`src/rtl/pulse_stretching_device.sv`:
```
// Edge-triggered pulse stretcher: synchronises IN_PULSE, emits a fixed-length pulse, then a guard gap.
// Optional feature macro RETRIGGER_EN: a new edge while the pulse is high reloads the length counter.
module pulse_stretching_device #(
    parameter int CNT_W       = 8,
    parameter int SYNC_STAGES = 2,
    parameter int GAP_CYCLES  = 2
) (
    input  logic             IN_CLOCK,
    input  logic             IN_RESET_N,
    input  logic             IN_PULSE,
    input  logic [CNT_W-1:0] IN_LENGTH,
    output logic             OUT_LONG_PULSE,
    output logic             OUT_BUSY,
    output logic             OUT_MISSED
);

    localparam int               ARM_W    = $clog2(SYNC_STAGES + 2);
    localparam logic [ARM_W-1:0] ARM_DONE = ARM_W'(SYNC_STAGES + 1);
    localparam logic [CNT_W-1:0] CNT_ZERO = {CNT_W{1'b0}};
    localparam logic [CNT_W-1:0] CNT_ONE  = {{(CNT_W-1){1'b0}}, 1'b1};
    localparam logic [CNT_W-1:0] GAP_LOAD = CNT_W'(GAP_CYCLES);

    typedef enum logic [1:0] {
        ST_IDLE   = 2'd0,
        ST_ACTIVE = 2'd1,
        ST_GAP    = 2'd2
    } state_t;

    logic [SYNC_STAGES-1:0] sync_r;
    logic                   prev_r;
    logic [ARM_W-1:0]       arm_r;
    state_t                 state_r;
    state_t                 state_nxt_s;
    logic [CNT_W-1:0]       cnt_r;
    logic [CNT_W-1:0]       cnt_nxt_s;
    logic                   missed_nxt_s;
    logic                   armed_s;
    logic                   edge_s;
    logic                   last_s;
    logic                   long_r;
    logic                   busy_r;
    logic                   missed_r;

    // Synchroniser, edge history and post-reset arming counter
    always_ff @(posedge IN_CLOCK or negedge IN_RESET_N) begin
        if (!IN_RESET_N) begin
            sync_r <= {SYNC_STAGES{1'b0}};
            prev_r <= 1'b0;
            arm_r  <= {ARM_W{1'b0}};
        end else begin
            sync_r <= {sync_r[SYNC_STAGES-2:0], IN_PULSE};
            prev_r <= sync_r[SYNC_STAGES-1];
            if (arm_r != ARM_DONE) begin
                arm_r <= arm_r + {{(ARM_W-1){1'b0}}, 1'b1};
            end else begin
                arm_r <= arm_r;
            end
        end
    end

    // Arming masks the edge a level already high at release would otherwise produce
    assign armed_s = (arm_r == ARM_DONE);
    assign edge_s  = armed_s & sync_r[SYNC_STAGES-1] & ~prev_r;
    assign last_s  = (cnt_r <= CNT_ONE);

    // Next-state, counter and missed-trigger decode
    always_comb begin
        state_nxt_s  = state_r;
        cnt_nxt_s    = cnt_r;
        missed_nxt_s = 1'b0;
        case (state_r)
            ST_IDLE: begin
                if (edge_s && (IN_LENGTH != CNT_ZERO)) begin
                    state_nxt_s = ST_ACTIVE;
                    cnt_nxt_s   = IN_LENGTH;
                end else begin
                    state_nxt_s = ST_IDLE;
                end
            end
            ST_ACTIVE: begin
`ifdef RETRIGGER_EN
                if (edge_s && (IN_LENGTH != CNT_ZERO)) begin
                    cnt_nxt_s = IN_LENGTH;
                end else begin
                    missed_nxt_s = edge_s;
                    if (!last_s) begin
                        cnt_nxt_s = cnt_r - CNT_ONE;
                    end else if (GAP_CYCLES == 0) begin
                        state_nxt_s = ST_IDLE;
                        cnt_nxt_s   = CNT_ZERO;
                    end else begin
                        state_nxt_s = ST_GAP;
                        cnt_nxt_s   = GAP_LOAD;
                    end
                end
`else
                missed_nxt_s = edge_s;
                if (!last_s) begin
                    cnt_nxt_s = cnt_r - CNT_ONE;
                end else if (GAP_CYCLES == 0) begin
                    state_nxt_s = ST_IDLE;
                    cnt_nxt_s   = CNT_ZERO;
                end else begin
                    state_nxt_s = ST_GAP;
                    cnt_nxt_s   = GAP_LOAD;
                end
`endif
            end
            ST_GAP: begin
                missed_nxt_s = edge_s;
                if (last_s) begin
                    state_nxt_s = ST_IDLE;
                    cnt_nxt_s   = CNT_ZERO;
                end else begin
                    cnt_nxt_s = cnt_r - CNT_ONE;
                end
            end
            default: begin
                state_nxt_s = ST_IDLE;
                cnt_nxt_s   = CNT_ZERO;
            end
        endcase
    end

    // State, counter and registered outputs (decoded from next state so they align with it)
    always_ff @(posedge IN_CLOCK or negedge IN_RESET_N) begin
        if (!IN_RESET_N) begin
            state_r  <= ST_IDLE;
            cnt_r    <= CNT_ZERO;
            long_r   <= 1'b0;
            busy_r   <= 1'b0;
            missed_r <= 1'b0;
        end else begin
            state_r  <= state_nxt_s;
            cnt_r    <= cnt_nxt_s;
            long_r   <= (state_nxt_s == ST_ACTIVE);
            busy_r   <= (state_nxt_s != ST_IDLE);
            missed_r <= missed_nxt_s;
        end
    end

    assign OUT_LONG_PULSE = long_r;
    assign OUT_BUSY       = busy_r;
    assign OUT_MISSED     = missed_r;

endmodule
```
`config.mk`:
```
export PLATFORM = sky130hd
export DESIGN_NAME = pulse_stretching_device
export DESIGN_NICKNAME = d
export VERILOG_FILES = /design/src/rtl/pulse_stretching_device.sv
export SDC_FILE = /design/constraint.sdc
export NUM_CORES = 1
export LEC_CHECK = 0
export CORE_MARGIN = 8
export CORE_UTILIZATION = 45
export CTS_CLUSTER_DIAMETER = 60
export DETAILED_ROUTE_END_ITERATION = 10
export GPL_TIMING_DRIVEN = 0
export PLACE_DENSITY = 0.67
export SYNTH_ARGS = -nofsm -noshare
export SYNTH_HDL_FRONTEND = slang
export SYNTH_SLANG_ARGS = --single-unit
```
`constraint.sdc`:
```
create_clock -name IN_CLOCK -period 3.4 [get_ports IN_CLOCK]
set_clock_uncertainty 0.05 [all_clocks]
set_input_delay 0.68 -clock IN_CLOCK [delete_from_list [all_inputs] [get_ports IN_CLOCK]]
set_output_delay 0.68 -clock IN_CLOCK [all_outputs]
set_load 0.01 [all_outputs]
```
Word level (Yosys, flattened, before mapping)
Index checks and enable logic that the tools add are counted.
- $add $sub $neg: 2
- $mul: 0
- divide/modulo/power cells: 0
- order comparisons: 1
- equality and inequality tests: 6
- shifts and indexed selects: 0
- mux-type cells: 9
- bitwise gates (word level): 3
- reduce and logical (&&, ||, !) cells: 5
- operators by type and width (cell ; number):
    $mux 8 ; 3
    $pmux 8 s3 ; 1
    $le 8x1->1 const B ; 1
    $reduce_bool 8->1 ; 1
    $sub 8x1->8 const B ; 1
    $pmux 2 s3 ; 1
    $eq 2x1->1 const B ; 2
    $eq 2x2->1 const B ; 2
    $mux 2 ; 2
    $ne 2x2->1 const B ; 2
    $add 2x1->2 const B ; 1
    $and 1x1->1 ; 2
    $logic_not 2->1 ; 1
    $mux 1 ; 2
    $reduce_bool 2->1 ; 1
    $reduce_or 2->1 ; 1
    $logic_and 1x1->1 ; 1
    $not 1->1 ; 1
- register bits: 18
- latch bits: 0
- bits in writable memories: 0
- memory bits (read-only): 0
- bits of input ports: 11
- output and inout bits: 3
- word-level logic and storage cells: 34
- memories: 0

Logic depth before layout (Yosys ltp)
Gate-level depths: netlist of the first run.
- depth after elaboration: 7
- depth in mapped cells: 6
- gate-level depth less buffers: 6

Worst setup path after synthesis of the first run
Ideal clock, no wire load.
- path kind: register to register
- start: reg cnt_r[2]
- end: reg busy_r (netlist: OUT_BUSY)
- library setup time: 78 ps
- data arrival time: 1711 ps
- data required time: 3272 ps
- slack: 1561 ps
- cell stages (with the launch flop): 6
- buffers on the path: 1
- period minus slack after synthesis: 1839 ps
- cell sequence: dfrtp_1 or3_1 buf_2 or3_4 a221oi_2 o21bai_1
- cells in the longest elaborated chain, start to end: 4
- elaborated cells between the ends (all ways): 5
- those cells by class: order compare (1); mux (3); reduce/logical (1)
- RTL lines (item ; line ; source):
    start, declared ; 34 ; logic [CNT_W-1:0] cnt_r;
    start signal, assigned ; 135 ; cnt_r <= cnt_nxt_s;
    $le 8x1->1 (*) ; 64 ; assign last_s = (cnt_r <= CNT_ONE);
    $mux 2, on equally long branches ; 111, 98 ;
    $pmux 2 s3 (*) ; 71 ; case (state_r)
    via state_nxt_s[1] ; 33 ; state_t state_nxt_s;
    $reduce_bool 2->1 (*) ; 137 ; busy_r <= (state_nxt_s != ST_IDLE);
    end signal, assigned ; 137 ;
    end, declared ; 41 ; logic busy_r;
The timed path passes the listed nets; every way through them passes the cells marked *.
A chain may end at the register's enable or synchronous reset.

Final worst setup path of the first run
- start: in IN_LENGTH[5]
- end: reg long_r (netlist: OUT_LONG_PULSE)
- cells in the longest elaborated chain, start to end: 5
- RTL lines (item ; line ; source):
    start, declared ; 11 ; input logic [CNT_W-1:0] IN_LENGTH,
    $reduce_bool 8->1 ; 73 ; if (edge_s && (IN_LENGTH != CNT_ZERO)) begin
    $logic_and 1x1->1 ; 73 ;
    $mux 1 ; 73 ;
    $pmux 2 s3 ; 71 ;
    $eq 2x1->1 ; 136 ; long_r <= (state_nxt_s == ST_ACTIVE);
    end signal, assigned ; 136 ;
    end, declared ; 40 ; logic long_r;
No other way between the ends.

==> results of run 1 <==
[flip-flops by register name, summed over array words and instances (netlist names)]
register and count:
cnt_r 8, OUT_BUSY 1, OUT_MISSED 1, arm_r 2
sync_r 2, prev_r 1, state_r 2, OUT_LONG_PULSE 1
[power by group through the flow]
| stage | combinational, uW | clock, uW | sequential (uW) |
|---|---|---|---|
| floorplan | 222 | 0 | 301 |
| global placement | 307 | 0 | 310 |
| detailed placement | 304 | 0 | 311 |
| CTS | 306 | 137 | 306 |
| global route | 339 | 143 | 316 |
| finish | 308 | 130 | 308 |
[synth_stat cells]
master,count,area (um2)
sky130_fd_sc_hd__a221o_1,1,10.0
sky130_fd_sc_hd__o31a_1,1,8.76
sky130_fd_sc_hd__nand2_1,2,7.51
sky130_fd_sc_hd__dfrtp_1,18,450
sky130_fd_sc_hd__nor3b_1,2,15.0
sky130_fd_sc_hd__o221ai_1,1,8.76
sky130_fd_sc_hd__a32oi_1,4,35.0
sky130_fd_sc_hd__or2_1,1,6.26
sky130_fd_sc_hd__a22oi_1,1,7.51
sky130_fd_sc_hd__a41oi_1,1,8.76
sky130_fd_sc_hd__clkbuf_1,4,15.0
sky130_fd_sc_hd__buf_1,1,3.75
sky130_fd_sc_hd__nor3_1,2,10.0
sky130_fd_sc_hd__o32a_1,1,10.0
sky130_fd_sc_hd__o31ai_1,2,15.0
sky130_fd_sc_hd__nand3_1,1,5.00
sky130_fd_sc_hd__or3_4,1,11.3
sky130_fd_sc_hd__buf_2,1,5.00
sky130_fd_sc_hd__a221oi_2,1,15.0
sky130_fd_sc_hd__o2bb2ai_1,4,35.0
sky130_fd_sc_hd__or2_2,1,6.26
sky130_fd_sc_hd__nand3b_1,1,7.51
sky130_fd_sc_hd__o22ai_1,4,25.0
sky130_fd_sc_hd__o21bai_1,2,15.0
sky130_fd_sc_hd__xnor2_1,1,8.76
sky130_fd_sc_hd__nor2_1,10,37.5
sky130_fd_sc_hd__inv_1,10,37.5
sky130_fd_sc_hd__nor4_1,3,18.8
sky130_fd_sc_hd__o21ba_2,1,10.0
sky130_fd_sc_hd__or3_1,3,18.8
sky130_fd_sc_hd__a21o_1,2,15.0
sky130_fd_sc_hd__mux2_2,1,11.3
sky130_fd_sc_hd__a211o_1,1,8.76
sky130_fd_sc_hd__o21ai_0,2,10.0
sky130_fd_sc_hd__ha_1,7,87.6
sky130_fd_sc_hd__a21oi_1,9,45.0
[per-layer routing]
layer / wire length, um / global-route usage [%] / up-vias / part of all wire (%)
li1: - / - / 436 / -
met1: 1130 / 15.3 / 423 / 46
met2: 1110 / 19.6 / 17 / 45
met3: 148 / 4.36 / 4 / 6.1
met4: 51 / 7.08 / 0 / 2.1
met5: 0 / 0 / - / 0
[area by class of cell]
cell class / instances / area, um2 / area share, %
repair buffers: 13 / 130 / 10.4
well taps: 28 / 35.0 / 2.81
flip-flops and latches: 18 / 450 / 36.1
inverters: 10 / 37.5 / 3.01
clock buffers: 4 / 36.3 / 2.91
multi-input cells: 74 / 534 / 42.8
plain buffers: 6 / 23.8 / 1.91
[path summary, 6_finish.rpt]
path,from,end,cells after the start
min in group asynchronous,IN_RESET_N,prev_r$_DFF_PN0_,1
max in group asynchronous,IN_RESET_N,state_r[1]$_DFF_PN0_,1
worst max register to register,cnt_r[2]$_DFFE_PN0P_,OUT_BUSY$_DFF_PN0_,5
worst min-delay path,sync_r[0]$_DFF_PN0_,sync_r[1]$_DFF_PN0_,0
worst max-delay path,IN_LENGTH[5],OUT_LONG_PULSE$_DFF_PN0_,6
worst min register to register,sync_r[0]$_DFF_PN0_,sync_r[1]$_DFF_PN0_,0
[cells by family after synthesis]
family	share of synthesized area, %
AO/OA/AOI/OAI	27.0
AND/OR/NAND/NOR	13.8
flip-flops	43.1
buffers and inverters	5.86
adder cells (fa/ha/maj)	8.37
XOR/XNOR	0.837
multiplexers	1.08
[per-stage QoR]
stage	setup slack, ns	total power, uW	area, um2
floorplan	1.56	523	1050
global placement	0.802	617	1210
detailed placement	0.805	615	1210
CTS	1.14	749	1250
global route	1.01	798	1250
finish	1.11	745	1250
==> results.md, run 1 <==
| Item | Reported | Unit |
|---|---|---|
| Internal portion of total power | 457 | uW |
| DIE HEIGHT | 64.2 | um |
| Peak supply drop | 401 | uV |
| Die area | 4120 | um2 |
| # setup viols final | 0 | - |
| Number of sinks driven by the clock tree | 18 | - |
| DR WL/cell | 15.9 | um |
| Critical path's largest stage delay | 0.44 | ns |
| Final non-filler cell total | 153 | - |
| Slowest stage cell on the critical path | sky130_fd_sc_hd__clkdlybuf4s50_1 | - |
| Most common library cell in the layout ignoring fill and taps | sky130_fd_sc_hd__dfrtp_1 | - |
| Number of endpoints with negative hold slack in the final report | 0 | - |
| Via count of the first global-routing pass | 881 | - |
| Final wirelength | 2440 | um |
| Post-Syn Instances | 108 | - |
| Placed insts | 149 | - |
| Detailed-routing iteration count for the pre-antenna-repair pass | 4 | - |
| Final Max Tran Viols | 0 | - |
| Post-synthesis cell area | 1050 | um2 |
| Crit path arrival time | 2.41 | ns |
| Worst min-delay path class | reg2reg | - |
| Worst slew pin tran | 0.805 | ns |
| Switching part of the total | 38.6 | % |
| Switching power | 287 | uW |
| Combinational power share | 41.3 | % |
| Clock Pin Slew Worst Setup and Hold Paths | 0.10 | ns |
| Hold Buf Count CTS | 0 | - |
| Count of buffering cells on the critical path with inverters included | 2 | - |
| Number of antenna violations at the first check in global routing | 0 | - |
| Core outline area | 2210 | um2 |
| Max FO, Critical Path | 10 | - |
| Deepest level of the CTS H-tree | 1 | - |
| Number of diodes | 0 | - |
| Share of the clock period used by the worst path | 67.5 | % |
| Last weighted congestion value of the routability-driven placer | 0.934 | - |
| Layout overhead on the synthesized area | 19.3 | % |
| Rel. slew slack | 46.2 | % |
| Static Leak | 0.000508 | uW |
| Clock period minus worst slack | 2.29 | ns |
| Total track usage | 12.7 | % |
| Sum of negative setup slack | 0 | ns |
| Worst path top cell family by delay | buffers and inverters | - |
| Share of total power in sequential cells | 41.3 | % |
| Std-Cell Rows | 17 | - |
| Number of buffers added by the clock tree synthesis step | 3 | - |
| Leading cell types in the layout, fill and taps excluded | sky130_fd_sc_hd__dfrtp_1, sky130_fd_sc_hd__clkdlybuf4s50_1, sky130_fd_sc_hd__inv_1, sky130_fd_sc_hd__nor2_1, sky130_fd_sc_hd__a21oi_1 | - |
| TritonCTS clock tree | yes | - |
| Vias per cell | 5.75 | - |
| Routed Antenna Nets | 0 | - |
| Series of cell instances along the critical path | clkdlybuf4s50_1 > nor4_1 > a21o_1 > clkbuf_1 > o32a_1 > nor3_1 | - |
| Count of vias placed by the detailed router | 880 | - |
| Type of destination of the critical path | flip-flop | - |
| Die Width | 64.2 | um |
| Number of buffers added for setup after CTS | 0 | - |
| Crit Path Class | in2reg | - |
| Status | finished, final reports clean | - |
| Wire length of the first global-routing pass | 4230 | um |
| Setup repair after global routing missed its margin | false | - |
| Post-route core utilization | 56.4 | % |
| Resized Gates After CTS | 0 | - |
| Post-synth cell types | 36 | - |
| Synthesized net count | 126 | - |
| Maximum clock frequency | 436 | MHz |
| Max capacitance violation total | 0 | - |
| Port Buf Inserts | 13 | - |
| Required time worst endpoint | 3.51 | ns |
| Final HPWL from detailed placement | 1870 | um |
| DR iter-0 viols | 30 | - |
| DRC errors left | 0 | - |
| Flop2flop setup slack | 1.41 | ns |
| Share of final-layout standard cells stronger than drive strength 1 | 8.00 | % |
| Startpoint type of the worst setup path | primary input | - |
| CTS max path bufs | 2 | - |
| CTS Root Cell | sky130_fd_sc_hd__clkbuf_4 | - |
| Register area share after synthesis | 43.1 | % |
| Initial Util | 47.3 | % |
| Pin count of the biggest net entering global routing | 19 | - |
| Clk_lat worst skew | 0.29 | ns |
| Average size of a mapped cell | 9.69 | um2 |
| Congestion Overflow GR | 0 | - |
| Layout fillers | 219 | - |
| Pwr per Cell Area | 597 | nW/um2 |
| Count of boundary I/O pins | 14 | - |
| Smallest hold slack | 0.308 | ns |
| Nets | 144 | - |
| Clock network fraction of total power | 17.4 | % |
| FF+latch count, synth | 18 | - |
| Total number of yosys warnings | 0 | - |
Note: power is estimated with default switching activity, not from simulation.
==> run 2, diff against run 1 <==
clock period = 2.2 ns   (was 3.4 ns; I/O delays follow)
==> results of run 2 <==
Same layout as run 1 (identical final DEF). Status: finished, final reports clean.
Among the figures that moved: setup slack after placement 0.805 ns -> -0.155 ns; setup slack after layout 1.11 ns -> 0.147 ns; register-to-register setup slack 1.41 ns -> 0.21 ns; total power 745 uW -> 1150 uW; worst IR drop on VDD 401 uV -> 620 uV
